--- config.mk ---
export PLATFORM = sky130hd
export DESIGN_NAME = led_blink_ctrl
export DESIGN_NICKNAME = d
export VERILOG_FILES = /design/src/rtl/led_blink_ctrl.sv
export SDC_FILE = /design/constraint.sdc
export NUM_CORES = 1
export LEC_CHECK = 0
export CORE_MARGIN = 3
export CORE_UTILIZATION = 60
export DETAILED_ROUTE_END_ITERATION = 6
export GPL_TIMING_DRIVEN = 0
export PLACE_DENSITY = 0.81
export SLEW_MARGIN = 20
export SYNTH_ARGS = -nofsm -noshare
export SYNTH_HDL_FRONTEND = slang
export SYNTH_SLANG_ARGS = --single-unit
export TNS_END_PERCENT = 5
--- constraint.sdc ---
create_clock -name clk -period 5.6 [get_ports clk]
set_input_delay 0.84 -clock clk [delete_from_list [all_inputs] [get_ports clk]]
set_output_delay 0.84 -clock clk [all_outputs]
set_load 0.02 [all_outputs]
--- src/rtl/led_blink_ctrl.sv ---
// -----------------------------------------------------------------------------
// led_blink_ctrl
//
// Avalon-MM slave that blinks two LEDs. A shared prescaler produces the tick
// time base. Each channel runs a small IDLE/RUN/DONE FSM driven by its own
// period, duty and repeat settings. The slide switches pass through a
// two-flop synchroniser. Software can read them in STATUS, and channel 0 can
// use them directly as its duty value.
//
// Optional build macro: LED_BLINK_IRQ_EN
//   defined   -> CTRL[5] (IRQEN) exists, irq = registered IRQEN & (DONE0|DONE1)
//   undefined -> CTRL[5] reads 0 and ignores writes, irq tied low
//
// Ports
//   clk         system clock
//   reset_n     asynchronous active-low reset
//   address     word address (0..7)
//   chipselect  slave select
//   write       write strobe, writedata captured on the same edge
//   writedata   32-bit write data
//   read        read strobe, readdata valid one cycle later
//   readdata    registered read data, holds until the next read
//   sw          raw slide switches (asynchronous)
//   led         LED drive, 1 = on
//   irq         interrupt request
//
// Register map (word address)
//   0 CTRL     [0] EN0 [1] EN1 [2] ONESHOT0 [3] ONESHOT1 [4] SWDUTY [5] IRQEN
//   1 STATUS   [1:0] DONE (W1C), [3:2] led, [8+SW_W-1:8] synchronised sw
//   2 PRESCALE 3 PERIOD0 4 DUTY0 5 PERIOD1 6 DUTY1
//   7 REPEAT   [7:0] channel 0, [15:8] channel 1
// -----------------------------------------------------------------------------
`timescale 1ns/1ps

module led_blink_ctrl #(
    parameter int SW_W          = 8,
    parameter int CNT_W         = 16,
    parameter int PRESCALE_W    = 16,
    parameter int PRESCALE_INIT = 49999,
    parameter int PERIOD_INIT   = 1000,
    parameter int DUTY_INIT     = 500
) (
    input  logic              clk,
    input  logic              reset_n,
    input  logic [2:0]        address,
    input  logic              chipselect,
    input  logic              write,
    input  logic [31:0]       writedata,
    input  logic              read,
    output logic [31:0]       readdata,
    input  logic [SW_W-1:0]   sw,
    output logic [1:0]        led,
    output logic              irq
);

    localparam logic [2:0] ADDR_CTRL     = 3'd0;
    localparam logic [2:0] ADDR_STATUS   = 3'd1;
    localparam logic [2:0] ADDR_PRESCALE = 3'd2;
    localparam logic [2:0] ADDR_PERIOD0  = 3'd3;
    localparam logic [2:0] ADDR_DUTY0    = 3'd4;
    localparam logic [2:0] ADDR_PERIOD1  = 3'd5;
    localparam logic [2:0] ADDR_DUTY1    = 3'd6;

`ifdef LED_BLINK_IRQ_EN
    localparam logic [5:0] CTRL_MASK = 6'h3F;
`else
    localparam logic [5:0] CTRL_MASK = 6'h1F;
`endif

    typedef enum logic [1:0] {
        ST_IDLE = 2'd0,
        ST_RUN  = 2'd1,
        ST_DONE = 2'd2
    } chan_state_e;

    logic                  wr_en;
    logic                  rd_en;
    logic [5:0]            ctrl_q, ctrl_d;
    logic [1:0]            done_q, done_d;
    logic [PRESCALE_W-1:0] prescale_q;
    logic [PRESCALE_W-1:0] pcnt_q, pcnt_d;
    logic                  tick;
    logic [1:0][CNT_W-1:0] period_q;
    logic [1:0][CNT_W-1:0] duty_q;
    logic [15:0]           repeat_q;
    logic [SW_W-1:0]       sw_meta_q, sw_sync_q;
    logic [31:0]           readdata_q, rd_word;
    logic [1:0]            led_vec;
    logic [1:0]            hw_done;
    logic                  unused_wdata;

    assign wr_en        = chipselect & write;
    assign rd_en        = chipselect & read;
    assign unused_wdata = ^writedata;

    // ------------------------------------------------------------------
    // Switch synchroniser
    // ------------------------------------------------------------------
    always_ff @(posedge clk or negedge reset_n) begin
        if (!reset_n) begin
            sw_meta_q <= '0;
            sw_sync_q <= '0;
        end else begin
            sw_meta_q <= sw;
            sw_sync_q <= sw_meta_q;
        end
    end

    // ------------------------------------------------------------------
    // Prescaler: counts 0..PRESCALE and ticks on the terminal value.
    // A PRESCALE write restarts the count so the new rate starts cleanly.
    // ------------------------------------------------------------------
    assign tick = (pcnt_q == prescale_q);

    always_comb begin
        pcnt_d = pcnt_q + PRESCALE_W'(1);
        if (tick) begin
            pcnt_d = '0;
        end
        if (wr_en && address == ADDR_PRESCALE) begin
            pcnt_d = '0;
        end
    end

    // ------------------------------------------------------------------
    // CTRL / STATUS next state. A software CTRL write overrides the
    // hardware EN clear. A DONE set overrides a same-cycle W1C.
    // ------------------------------------------------------------------
    always_comb begin
        ctrl_d      = ctrl_q;
        ctrl_d[1:0] = ctrl_q[1:0] & ~hw_done;
        if (wr_en && address == ADDR_CTRL) begin
            ctrl_d = writedata[5:0] & CTRL_MASK;
        end

        done_d = done_q;
        if (wr_en && address == ADDR_STATUS) begin
            done_d = done_q & ~writedata[1:0];
        end
        done_d = done_d | hw_done;
    end

    always_ff @(posedge clk or negedge reset_n) begin
        if (!reset_n) begin
            ctrl_q     <= '0;
            done_q     <= '0;
            pcnt_q     <= '0;
            prescale_q <= PRESCALE_W'(PRESCALE_INIT);
            period_q   <= {2{CNT_W'(PERIOD_INIT)}};
            duty_q     <= {2{CNT_W'(DUTY_INIT)}};
            repeat_q   <= 16'h0101;
        end else begin
            ctrl_q <= ctrl_d;
            done_q <= done_d;
            pcnt_q <= pcnt_d;
            if (wr_en) begin
                case (address)
                    ADDR_PRESCALE: prescale_q  <= writedata[PRESCALE_W-1:0];
                    ADDR_PERIOD0:  period_q[0] <= writedata[CNT_W-1:0];
                    ADDR_DUTY0:    duty_q[0]   <= writedata[CNT_W-1:0];
                    ADDR_PERIOD1:  period_q[1] <= writedata[CNT_W-1:0];
                    ADDR_DUTY1:    duty_q[1]   <= writedata[CNT_W-1:0];
                    3'd7:          repeat_q    <= writedata[15:0];
                    default: ;
                endcase
            end
        end
    end

    // ------------------------------------------------------------------
    // Read path
    // ------------------------------------------------------------------
    always_comb begin
        rd_word = '0;
        case (address)
            ADDR_CTRL:     rd_word[5:0] = ctrl_q;
            ADDR_STATUS: begin
                rd_word[1:0]       = done_q;
                rd_word[3:2]       = led_vec;
                rd_word[8 +: SW_W] = sw_sync_q;
            end
            ADDR_PRESCALE: rd_word[PRESCALE_W-1:0] = prescale_q;
            ADDR_PERIOD0:  rd_word[CNT_W-1:0]      = period_q[0];
            ADDR_DUTY0:    rd_word[CNT_W-1:0]      = duty_q[0];
            ADDR_PERIOD1:  rd_word[CNT_W-1:0]      = period_q[1];
            ADDR_DUTY1:    rd_word[CNT_W-1:0]      = duty_q[1];
            default:       rd_word[15:0]           = repeat_q;
        endcase
    end

    always_ff @(posedge clk or negedge reset_n) begin
        if (!reset_n) begin
            readdata_q <= '0;
        end else if (rd_en) begin
            readdata_q <= rd_word;
        end
    end

    assign readdata = readdata_q;
    assign led      = led_vec;

    // ------------------------------------------------------------------
    // Blink channels
    // ------------------------------------------------------------------
    genvar gi;
    for (gi = 0; gi < 2; gi++) begin : g_chan
        chan_state_e       state_q, state_d;
        logic [CNT_W-1:0]  cnt_q, cnt_d;
        logic [CNT_W-1:0]  duty_eff;
        logic [CNT_W:0]    cnt_inc;
        logic [7:0]        rep_q, rep_d;
        logic [7:0]        rep_cfg, rep_lim;
        logic [8:0]        rep_inc;
        logic              led_q, led_d;
        logic              en_prev_q;
        logic              en, en_rise, oneshot, wrap, done_set;

        assign en      = ctrl_q[gi];
        assign oneshot = ctrl_q[2+gi];
        assign en_rise = en & ~en_prev_q;

        // Extra bit so cnt+1 cannot overflow when PERIOD is all ones.
        assign cnt_inc = {1'b0, cnt_q} + (CNT_W+1)'(1);
        assign wrap    = (cnt_inc >= {1'b0, period_q[gi]});

        // REPEAT of 0 behaves as a single period.
        assign rep_cfg = repeat_q[8*gi +: 8];
        assign rep_lim = (rep_cfg == 8'd0) ? 8'd1 : rep_cfg;
        assign rep_inc = {1'b0, rep_q} + 9'd1;

        if (gi == 0) begin : g_duty_sw
            assign duty_eff = ctrl_q[4] ? CNT_W'(sw_sync_q) : duty_q[gi];
        end else begin : g_duty_reg
            assign duty_eff = duty_q[gi];
        end

        always_comb begin
            state_d  = state_q;
            cnt_d    = cnt_q;
            rep_d    = rep_q;
            done_set = 1'b0;
            case (state_q)
                ST_RUN: begin
                    if (!en) begin
                        state_d = ST_IDLE;
                        cnt_d   = '0;
                        rep_d   = '0;
                    end else if (tick) begin
                        if (wrap) begin
                            cnt_d = '0;
                            if (oneshot) begin
                                if (rep_inc >= {1'b0, rep_lim}) begin
                                    state_d  = ST_DONE;
                                    rep_d    = '0;
                                    done_set = 1'b1;
                                end else begin
                                    rep_d = rep_inc[7:0];
                                end
                            end
                        end else begin
                            cnt_d = cnt_inc[CNT_W-1:0];
                        end
                    end
                end
                default: begin
                    // IDLE and DONE hold the counters clear. An enable edge
                    // starts at cnt=0, so a coincident tick is ignored.
                    cnt_d = '0;
                    rep_d = '0;
                    if (en_rise) begin
                        state_d = ST_RUN;
                    end
                end
            endcase
            // The LED is a registered decode of the current count. It drops
            // immediately when the channel stops or finishes.
            led_d = (state_q == ST_RUN) && en && !done_set && (cnt_q < duty_eff);
        end

        always_ff @(posedge clk or negedge reset_n) begin
            if (!reset_n) begin
                state_q   <= ST_IDLE;
                cnt_q     <= '0;
                rep_q     <= '0;
                led_q     <= 1'b0;
                en_prev_q <= 1'b0;
            end else begin
                state_q   <= state_d;
                cnt_q     <= cnt_d;
                rep_q     <= rep_d;
                led_q     <= led_d;
                en_prev_q <= en;
            end
        end

        assign led_vec[gi] = led_q;
        assign hw_done[gi] = done_set;
    end

    // ------------------------------------------------------------------
    // Interrupt
    // ------------------------------------------------------------------
`ifdef LED_BLINK_IRQ_EN
    logic irq_q;

    always_ff @(posedge clk or negedge reset_n) begin
        if (!reset_n) begin
            irq_q <= 1'b0;
        end else begin
            irq_q <= ctrl_q[5] & (|done_q);
        end
    end

    assign irq = irq_q;
`else
    assign irq = 1'b0;
`endif

endmodule

==> flow_metrics.tcl <==
set metrics [dict create \
    rows 51 \
    cts_tree "built" \
    drive_above_1_share 0.124 \
    regArea_um2 5220 \
    wl_um 36400 \
    cts.repair.resized 0 \
    maxSlewViolCount 0 \
    critPathMaxFanout 10 \
    die_h_um 148 \
    use_met3 0.0751 \
    startpoint_type "flip-flop" \
    max-cap-violations 0 \
    path_cells "ha_1, inv_1, nor3_1, nand3_1, xnor2_1, ha_1, nand3_1, or4_1, or4_1, and3_1, buf_6, nor2_1, nand2b_1, and3_1" \
    critPathCaptureType "flip-flop" \
    rsz0062_at_grt "false" \
    dr.pass1.iters 5 \
    yosys_register_bits 207 \
    syn_inst 1282 \
    grt_use_met1 0.476 \
    multiInputGateArea_um2 6240 \
    cts.path.max_buffers 3 \
    vdd_drop_max_mv 0.239 \
    cts_root_buffer "clkbuf_16" \
    cts_setup_buffers 0 \
    skew_ps 13.7 \
    rrSetupSlack_ps 1200 \
    clk_pin_slew_worst_paths_ps 60 \
    antenna_found_initial 0 \
    core_area_um2 19600 \
    yosys_warnings 0 \
    insertedDiodeCount 0 \
    wl_per_cell_um 22.0 \
    area_growth_syn_to_layout_pct 14.0 \
    pre_cts_slack_ps 1290 \
    drc 0 \
    setup_viol 0 \
    antenna_left 0 \
    synth_cell_types 63 \
    fp.dieW_um 148 \
    grt_max_degree 95 \
    nFillCells 1534 \
    cp_slowest_cell "nor3_1" \
    power.density_nw_per_um2 329 \
    r2r_end "g_chan[0].led_q$_DFF_PN0_" \
    design.die.area_um2 21800 \
    timing.fmax_mhz 227 \
    place_hpwl_um 27300 \
    hold_viol 0 \
    ys_seq_area_frac 0.433 \
    top_usage_layer "met2" \
    setup_ws_ps 1200 \
    initial_core_util 0.615 \
    hold_path_class "input port to async pin" \
    fin_crit_ps 4400 \
    via_per_inst 6.19 \
    avgSynthCellArea_um2 9.40 \
    synth-edff-count 0 \
    cpPeakStageDelay_ps 600 \
    r2r-start "g_chan[0].cnt_q[0]$_DFFE_PN0P_" \
    routabilityCongestion 0.996 \
    clkLatencyLatePin_ps 520 \
    yosysTopAreaCell "dfrtp_1" \
    worst_pin_slew_ps 1130 \
    synth.cell_area_um2 12100 \
    vias 10200 \
    grt_usage 0.337 \
    ios 83 \
    p_leak_nw 6.17 \
    max-slew-margin-rel 0.241 \
    synthArstFlopShare 1.00 \
    min_period_over_period 0.785 \
    ff2ff_path_depth 14 \
    grtUsageMet2 0.508 \
    ctsHtreeMaxLevel 1 \
    overflow 0 \
    synth_top_cell_area_share 0.357 \
    worst_ep_arrival_time_ps 4790 \
    fin_nets 1503 \
    drt_iter0_drc 1017 \
    port_buffers 47 \
    cts-hold-fix-buffers 0 \
    cts_buffers 23 \
    cp.required_ps 6000 \
    clkSinkCount 207 \
    crit_type "flip-flop to flip-flop" \
    synth_area_leaders "dfrtp_1 (36%), ha_1 (8.6%), dfstp_2 (7.6%), nand2_1 (5.4%), mux2_2 (4.9%)" \
    synth_ff_type "dfrtp_1" \
    grt_pass1_wl_um 56900 \
    finalPower_mw 4.52 \
    outcome "complete, no violations" \
    first_global_vias 9996 \
]
-- worst max-delay path: cells and delay by family, from the launching register on --
| kind | cells | cell delay (ps) |
|---|---|---|
| buffers and inverters | 2 | 230 |
| xor gates and xnor gates | 1 | 210 |
| DFF | 1 | 510 |
| and+or+nand+nor | 9 | 2680 |
| adders and majority gates | 2 | 630 |
-- per-stage QoR --
| stage | util | area, um^2 | std cells | setup TNS [ps] | hold WS, ps |
|---|---|---|---|---|---|
| 6_report | 0.701 | 13700 | 1653 | 0 | 190 |
| 5_1_grt | 0.701 | 13700 | 1653 | 0 | 210 |
| 4_1_cts | 0.701 | 13700 | 1653 | 0 | 198 |
| 3_5_place_dp | 0.662 | 13000 | 1612 | 0 | 336 |
| 3_3_place_gp | 0.659 | 12900 | 1610 | -905490 | 332 |
| 2_1_floorplan | - | 12100 | 1298 | 0 | 331 |
-- sequential cells by signal, indices dropped and copies added (netlist names), 5 cells and up --
register         count
duty_q              16
prescale_q          16
period_q            32
readdata            16
sw_sync_q            8
g_chan.rep_q        16
g_chan.duty_eff     16
ctrl_q               5
repeat_q            16
g_chan.cnt_q        32
pcnt_q              16
sw_meta_q            8
-- worst max path at each step --
| stage | startpoint | to | slack (ps) | cells after the start |
|---|---|---|---|---|
| detailed placement | g_chan[0].cnt_q[0]$_DFFE_PN0P_ | g_chan[0].rep_q[2]$_DFFE_PN0P_ | 1290 | 15 |
| finish | g_chan[0].cnt_q[0]$_DFFE_PN0P_ | g_chan[0].led_q$_DFF_PN0_ | 1200 | 14 |
| floorplan | g_chan[0].cnt_q[0]$_DFFE_PN0P_ | g_chan[0].rep_q[2]$_DFFE_PN0P_ | 1890 | 15 |
| CTS | g_chan[0].cnt_q[0]$_DFFE_PN0P_ | g_chan[0].led_q$_DFF_PN0_ | 1270 | 14 |
| global placement | reset_n | g_chan[1].cnt_q[7]$_DFFE_PN0P_ | -4840 | 1 |
| global route | g_chan[0].cnt_q[0]$_DFFE_PN0P_ | g_chan[0].led_q$_DFF_PN0_ | 920 | 14 |
-- synth_stat cells, types with 8 or more instances --
cell and n:
xnor2_1 32, mux2i_1 21, nor3_1 24, a21oi_1 65
o21ai_0 117, dfstp_2 35, nand2b_1 19, nor2b_1 10
nand2_1 172, xor2_1 38, and3_1 19, a21o_1 11
buf_4 19, o22ai_1 9, a221oi_1 8, nand4_1 17
mux2_2 52, inv_1 66, nor4_1 9, ha_1 83
clkbuf_1 54, dfrtp_1 172, a31oi_1 9, nand3_1 62
nor2_1 64
-- layout by cell type, fill, tap and decap left out, drive strengths merged, types with 8 or more instances in the layout --
cell type / instances
nand2: 172
dfrtp: 172
o21ai: 124
clkbuf: 86
ha: 83
inv: 66
a21oi: 65
nor2: 65
nand3: 62
mux2: 52
clkdlybuf4s50: 46
xor2: 38
dfstp: 35
buf: 33
xnor2: 32
nor3: 24
mux2i: 21
nand2b: 20
and3: 19
nand4: 18
conb: 17
a21o: 11
nor2b: 10
nor4: 9
a31oi: 9
o22ai: 9
a221oi: 8
-- routing by layer --
layer  routed length (um)  vias to the layer above
li1                     -                     4643
met1                15100                     4959
met2                16000                      522
met3                 3580                      108
met4                 1790                        0
met5                    0                        -
-- logic make-up (layout without fill, tap and decap cells) --
| kind of cell | Yosys count | in the layout | synth area share |
|---|---|---|---|
| AND/OR/NAND/NOR | 426 | 426 | 0.168 |
| buffers and inverters | 150 | 240 | 0.0542 |
| other | 1 | 17 | 0.000311 |
| multiplexers | 80 | 80 | 0.0791 |
| adder cells (fa/ha/maj) | 83 | 83 | 0.0862 |
| flip-flops | 207 | 207 | 0.433 |
| XOR/XNOR | 70 | 70 | 0.0509 |
| AO/OA/AOI/OAI | 265 | 265 | 0.128 |
-- final cells by class --
type,instances,share of cell area
timing repair buffer,49,0.0386
clock buffer,32,0.0480
inverter,66,0.0180
multi-input combinational,941,0.454
sequential,207,0.380
tap,265,0.0241
buffer,84,0.0295
clock inverter,9,0.00692
-- report_power, final --
group | internal, mW | leakage [nW] | switching, mW
Sequential | 1.78 | 2.56 | 0.255
Combinational | 0.404 | 3.22 | 0.554
Clock | 0.910 | 0.380 | 0.617
Note: power is estimated with default switching activity, not from simulation.
